===== config.mk =====
export PLATFORM = sky130hd
export DESIGN_NAME = vx_lsu_serializer
export DESIGN_NICKNAME = d
export VERILOG_FILES = /design/src/rtl/vx_lsu_serializer_pkg.sv /design/src/rtl/vx_lane_pick.sv /design/src/rtl/vx_lsu_serializer.sv
export SDC_FILE = /design/constraint.sdc
export NUM_CORES = 1
export LEC_CHECK = 0
export ABC_CLOCK_PERIOD_IN_PS = 2900
export CELL_PAD_IN_SITES_DETAIL_PLACEMENT = 0
export CELL_PAD_IN_SITES_GLOBAL_PLACEMENT = 1
export CORE_AREA = 2 2 222 224
export CTS_CLUSTER_SIZE = 14
export DETAILED_ROUTE_END_ITERATION = 10
export DIE_AREA = 0 0 224 226
export PLACE_DENSITY_LB_ADDON = 0.12
export SKIP_CTS_REPAIR_TIMING = 1
export SYNTH_ARGS = -nofsm -noshare
export SYNTH_HDL_FRONTEND = slang
export SYNTH_HIERARCHICAL = 1
export SYNTH_SLANG_ARGS = --single-unit
export TNS_END_PERCENT = 50

===== constraint.sdc =====
create_clock -name clk -period 2.9 [get_ports clk]
set_input_delay 0.725 -clock clk [delete_from_list [all_inputs] [get_ports clk]]
set_output_delay 0.725 -clock clk [all_outputs]
set_load 0.01 [all_outputs]

===== src/rtl/vx_lsu_serializer_pkg.sv =====
// Shared constants and state encoding for the memory-stage load/store serializer.
package vx_lsu_serializer_pkg;

  localparam logic [2:0]  NO_MEM_READ  = 3'h7;
  localparam logic [2:0]  NO_MEM_WRITE = 3'h7;
  localparam logic [31:0] RESULT_FILL  = 32'hBABEBABE;

  typedef enum logic [1:0] {
    StIdle = 2'd0,
    StReq  = 2'd1,
    StWait = 2'd2,
    StDone = 2'd3
  } lsu_state_e;

endpackage


===== src/rtl/vx_lane_pick.sv =====
// Lowest-set-bit priority encoder: picks the next lane to serve from a remaining-lane mask.
module vx_lane_pick #(
  parameter int unsigned NUM_THREADS = 4,
  parameter int unsigned LANE_W      = $clog2(NUM_THREADS)
) (
  input  logic [NUM_THREADS-1:0] mask_i,
  output logic [LANE_W-1:0]      lane_o,
  output logic                   any_o
);

  // Scan high to low so the last hit (lowest index) wins.
  always_comb begin
    lane_o = '0;
    any_o  = 1'b0;
    for (int i = NUM_THREADS - 1; i >= 0; i--) begin
      if (mask_i[i]) begin
        lane_o = LANE_W'(i);
        any_o  = 1'b1;
      end
    end
  end

endmodule


===== src/rtl/vx_lsu_serializer.sv =====
// Serializes a per-lane memory op into single cache requests in ascending lane order,
// gathering load data and stalling the pipeline until every active lane completes.
module vx_lsu_serializer
  import vx_lsu_serializer_pkg::*;
#(
  parameter int unsigned NUM_THREADS = 4,
  parameter int unsigned NUM_WARPS   = 8
) (
  input  logic                          clk,
  input  logic                          reset,
  input  logic [NUM_THREADS-1:0]        in_valid,
  input  logic [NUM_THREADS*32-1:0]     in_address,
  input  logic [NUM_THREADS*32-1:0]     in_data,
  input  logic [2:0]                    in_mem_read,
  input  logic [2:0]                    in_mem_write,
  input  logic [$clog2(NUM_WARPS)-1:0]  in_warp_num,
  output logic                          out_delay,
  output logic [NUM_THREADS*32-1:0]     out_mem_result,
  output logic [$clog2(NUM_WARPS)-1:0]  out_warp_num,
  output logic                          out_done,
  output logic                          dc_req_valid,
  input  logic                          dc_req_ready,
  output logic [31:0]                   dc_req_addr,
  output logic [31:0]                   dc_req_data,
  output logic [2:0]                    dc_req_mem_read,
  output logic [2:0]                    dc_req_mem_write,
  input  logic                          dc_rsp_valid,
  input  logic [31:0]                   dc_rsp_data
);

  localparam int unsigned LaneW = $clog2(NUM_THREADS);
  localparam int unsigned WarpW = $clog2(NUM_WARPS);

  lsu_state_e             state_q, state_d;
  logic [NUM_THREADS-1:0] mask_q, mask_d, mask_clr;
  logic [31:0]            addr_q [NUM_THREADS];
  logic [31:0]            addr_d [NUM_THREADS];
  logic [31:0]            data_q [NUM_THREADS];
  logic [31:0]            data_d [NUM_THREADS];
  logic [31:0]            result_q [NUM_THREADS];
  logic [31:0]            result_d [NUM_THREADS];
  logic [2:0]             rd_q, rd_d, wr_q, wr_d;
  logic [WarpW-1:0]       warp_q, warp_d;
  logic [LaneW-1:0]       lane_q, lane_d;
  logic [LaneW-1:0]       pick_lane;
  logic                   pick_any;
  logic                   mem_op, is_load;

  vx_lane_pick #(
    .NUM_THREADS (NUM_THREADS),
    .LANE_W      (LaneW)
  ) u_lane_pick (
    .mask_i (mask_q),
    .lane_o (pick_lane),
    .any_o  (pick_any)
  );

  assign mem_op  = ((in_mem_read != NO_MEM_READ) || (in_mem_write != NO_MEM_WRITE)) && |in_valid;
  assign is_load = (rd_q != NO_MEM_READ);

  assign dc_req_addr      = addr_q[pick_lane];
  assign dc_req_data      = data_q[pick_lane];
  assign dc_req_mem_read  = rd_q;
  assign dc_req_mem_write = wr_q;
  assign out_warp_num     = warp_q;

  always_comb begin
    for (int i = 0; i < NUM_THREADS; i++) begin
      out_mem_result[i*32 +: 32] = result_q[i];
    end
  end

  always_comb begin
    state_d      = state_q;
    mask_d       = mask_q;
    addr_d       = addr_q;
    data_d       = data_q;
    result_d     = result_q;
    rd_d         = rd_q;
    wr_d         = wr_q;
    warp_d       = warp_q;
    lane_d       = lane_q;
    out_delay    = 1'b0;
    out_done     = 1'b0;
    dc_req_valid = 1'b0;
    mask_clr     = mask_q;
    mask_clr[pick_lane] = 1'b0;

    unique case (state_q)
      StIdle: begin
        out_delay = mem_op;
        if (mem_op) begin
          mask_d = in_valid;
          for (int i = 0; i < NUM_THREADS; i++) begin
            addr_d[i]   = in_address[i*32 +: 32];
            data_d[i]   = in_data[i*32 +: 32];
            result_d[i] = RESULT_FILL;
          end
          rd_d    = in_mem_read;
          // A load that also carries a store type is treated as a pure load.
          wr_d    = (in_mem_read != NO_MEM_READ) ? NO_MEM_WRITE : in_mem_write;
          warp_d  = in_warp_num;
          state_d = StReq;
        end
      end
      StReq: begin
        out_delay    = 1'b1;
        dc_req_valid = pick_any;
        if (pick_any && dc_req_ready) begin
          mask_d = mask_clr;
          lane_d = pick_lane;
          if (is_load)        state_d = StWait;
          else if (|mask_clr) state_d = StReq;
          else                state_d = StDone;
        end
      end
      StWait: begin
        out_delay = 1'b1;
        if (dc_rsp_valid) begin
          result_d[lane_q] = dc_rsp_data;
          state_d          = (|mask_q) ? StReq : StDone;
        end
      end
      StDone: begin
        out_done = 1'b1;
        state_d  = StIdle;
      end
      default: state_d = StIdle;
    endcase
  end

  always_ff @(posedge clk) begin
    if (reset) begin
      state_q <= StIdle;
      mask_q  <= '0;
      rd_q    <= NO_MEM_READ;
      wr_q    <= NO_MEM_WRITE;
      warp_q  <= '0;
      lane_q  <= '0;
      for (int i = 0; i < NUM_THREADS; i++) begin
        addr_q[i]   <= '0;
        data_q[i]   <= '0;
        result_q[i] <= RESULT_FILL;
      end
    end else begin
      state_q  <= state_d;
      mask_q   <= mask_d;
      rd_q     <= rd_d;
      wr_q     <= wr_d;
      warp_q   <= warp_d;
      lane_q   <= lane_d;
      addr_q   <= addr_d;
      data_q   <= data_d;
      result_q <= result_d;
    end
  end

endmodule

==> metrics.md <==
| Metric | Value |
|---|---|
| Status | finished with violations |
| Failing checks | setup timing |
| CP Data Arrival Time | 2.31 ns |
| Fin. max-slew vios | 0 |
| Crit Path Class | reg2out |
| Syn Inst Count | 1830 |
| TritonCTS Sinks | 401 |
| Die height | 226 um |
| Syn nets | 2140 |
| Most common cell in the synthesized netlist | nand2_1 |
| Library cells used by synthesis | 49 |
| Die width | 224 um |
| Die area | 50600 um2 |
| Num CTS Buffers | 46 |
| Flops & latches, synth | 401 |
| Vias per std cell | 4.94 |
| Slew margin rel. | 45.4% |
| Dpl cells | 2877 |
| # H-tree levels | 2 |
| Hpwl dp | 39500 um |
| Number of global-route vias before repair | 14.8k |
| DRC Markers | 0 |
| Capture point of the worst reg-to-reg path | addr_q[35] |
| RSZ-0062 raised after global routing | true |
| FP Rows | 81 |
| Final period util | 105% |
| Critical path data required time | 2.17 ns |
| R2R cell count | 8 |
| Final min period | 3.03 ns |
| Final setup viols | 64 |
| YS warnings | 6 |
| Synth Flop Type | dfxtp_1 |
| Setup crit end | dc_req_addr[14] |
| Util after Layout | 49.8% |
| Crit. End Element | primary output |
| ANT nets after route | 0 |
| Starting Density | 33.7% |
| Leak | 9.28 nW |
| Initial antenna violation count | 15 |
| HP Start | addr_q[20] |
| Clock skew | 0.0221 ns |
| TritonRoute pass-1 iters | 5 |
| Routability cong. | 0.792 |
| Startpoint Class | register |
| Cells taking the most area after synthesis | dfxtp_1 49%, nand2_1 12%, a21oi_1 9.2% |
| WHS | 0.450 ns |
| Worst r2r src | state_q[1] |
| Max Cap Viol | 0 |
| Synth top area share | 49.3% |
| Clock Path Buffers | 3 |
| Clk_lat worst skew | 0.57 ns |
| Post-synth top area cell | dfxtp_1 |
| All-Layer GR Usage | 21.8% |
| TritonCTS clock tree | yes |
| Setup TNS | -6.33 ns |
| Crit Path Max Fanout | 8 |
| PnR worst setup slack | -0.135 ns |
| First-pass GRT wire length | 85700 um |
| Worst Setup SP | mask_q[3] |
| DR iter-0 viols | 860 |
| Layout cells sized above 1 | 13.4% |
| Top cells by count, synth | 529 x nand2_1, 401 x dfxtp_1, 300 x a21oi_1 |
| Tightest Pin Transition | 0.820 ns |
| Worst-path clk slew | 0.06 ns |
| Async SR Flop Fraction | 0% |
| Post-synth EDFFs | 0 |
| Buffers on Ports | 508 |
| Tightest Hold Check Type | reg2reg |
| Final Hold Viols | 0 |
| Area delta synth->final | 47.8% |
| Nets | 2636 |
| Clock root buffer | clkbuf_16 |
| Fillcell total | 4673 |
| Core area | 48300 um2 |
| Io pins | 509 |
| Syn Area/Cell | 8.91 um2 |
| VDD IR max | 777 uV |
| F_max | 0.330 GHz |
| Total grt overflow | 0 |
| Post-route insts no fill | 2992 |
| DR WL/cell | 19.1 um |
| Pwr dens | 1090 nW/um2 |
| WL final | 57300 um |
| Largest net degree at the start of global routing | 163 |
| Vias | 14.8k |
| Netlist Area Pre-Place | 16300 um2 |
| R2r setup slk | 0.55 ns |
| Seq/Total Area, Yosys | 49.3% |
[per-stage QoR]
step / power [mW] / area, um2 / setup slack [ns]
2_1_floorplan: 14.5 / 16300 / 0.418
3_3_place_gp: 19.9 / 22300 / -0.356
3_5_place_dp: 20.0 / 22300 / -0.337
4_1_cts: 26.3 / 23900 / -0.619
5_1_grt: 27.9 / 24100 / -0.230
6_report: 26.2 / 24100 / -0.135
[flip-flops by register name (all words and copies together), names as in the netlist, 3 cells and up]
| name | cells |
|---|---|
| addr_q | 128 |
| mask_q | 4 |
| out_mem_result | 128 |
| dc_req_mem_write | 3 |
| data_q | 128 |
| dc_req_mem_read | 3 |
| out_warp_num | 3 |
[report_power, final]
part | internal, mW | leakage [nW] | switching, mW
sequential | 7.04 | 3.31 | 0.797
clock | 3.85 | 0.808 | 2.31
combinational | 6.07 | 5.16 | 6.16
[layout make-up]
class,instances,area (um2),area share [%]
flip-flops and latches,401,8040,33.4
multi-input cells,1265,7570,31.4
repair buffers,604,6020,25.0
clock buffers,74,1490,6.18
well taps,622,778,3.23
clock inverters,8,140,0.582
inverters,8,30.0,0.125
diodes,10,25.0,0.104
[cells in the final DEF, fill, tap and decap left out, types with 3 or more instances in the layout]
master	synthesis	layout
nand2_1	529	529
clkdlybuf4s50_1	0	441
dfxtp_1	401	398
a21oi_1	300	300
a211o_1	89	89
and2_1	78	78
nand2b_1	69	68
mux4_2	64	64
buf_4	4	61
clkbuf_16	0	53
nand3_1	48	48
clkbuf_2	1	46
buf_12	0	22
buf_6	4	21
clkbuf_8	0	17
nor2_1	14	13
diode_2	0	10
and2_0	9	9
clkbuf_1	65	8
inv_1	8	7
nor3_1	7	6
a222oi_1	4	4
o21ai_2	2	4
o21ai_0	6	4
nand3b_1	4	4
ha_1	5	4
bufinv_16	0	4
clkinv_2	0	4
dlymetal6s2s_1	0	4
a2111oi_0	3	3
mux2i_1	3	3
[cell families (layout without fill, tap and decap cells)]
| logic type | Yosys count | count (layout) | synth area share [%] |
|---|---|---|---|
| compound gates | 421 | 421 | 15.6 |
| simple gates | 772 | 772 | 21.1 |
| mux | 67 | 67 | 9.03 |
| flops | 401 | 401 | 49.3 |
| other cells | 0 | 10 | 0 |
| buf+inv | 164 | 694 | 4.65 |
| fa+ha+maj | 5 | 5 | 0.384 |
[critical path, stage by stage, from the launching register on]
cell and delay (ns):
dfxtp_4 0.37, nor2_1 0.06, nor3_2 0.17, buf_4 0.15, buf_12 0.15, clkbuf_16 0.17, mux4_2 0.51, buf_6 0.15
[per-layer routing]
metal,vias to the layer above,track usage [%],share of wire [%]
li1,7235,-,-
met1,7047,27.0,42
met2,390,35.7,47
met3,97,6.71,7.7
met4,10,7.83,2.7
met5,-,0,0.13
[worst min-delay path by stage]
stage                              end  slack (ns)  cells past startpoint
floorplan                   addr_q[63]        0.43                      2
global placement            data_q[63]        0.44                      2
detailed placement          data_q[61]        0.44                      2
CTS                         data_q[61]        0.45                      2
global route        out_mem_result[47]        0.47                      1
finish                      addr_q[20]        0.45                      2
Note: power is estimated with default switching activity, not from simulation.
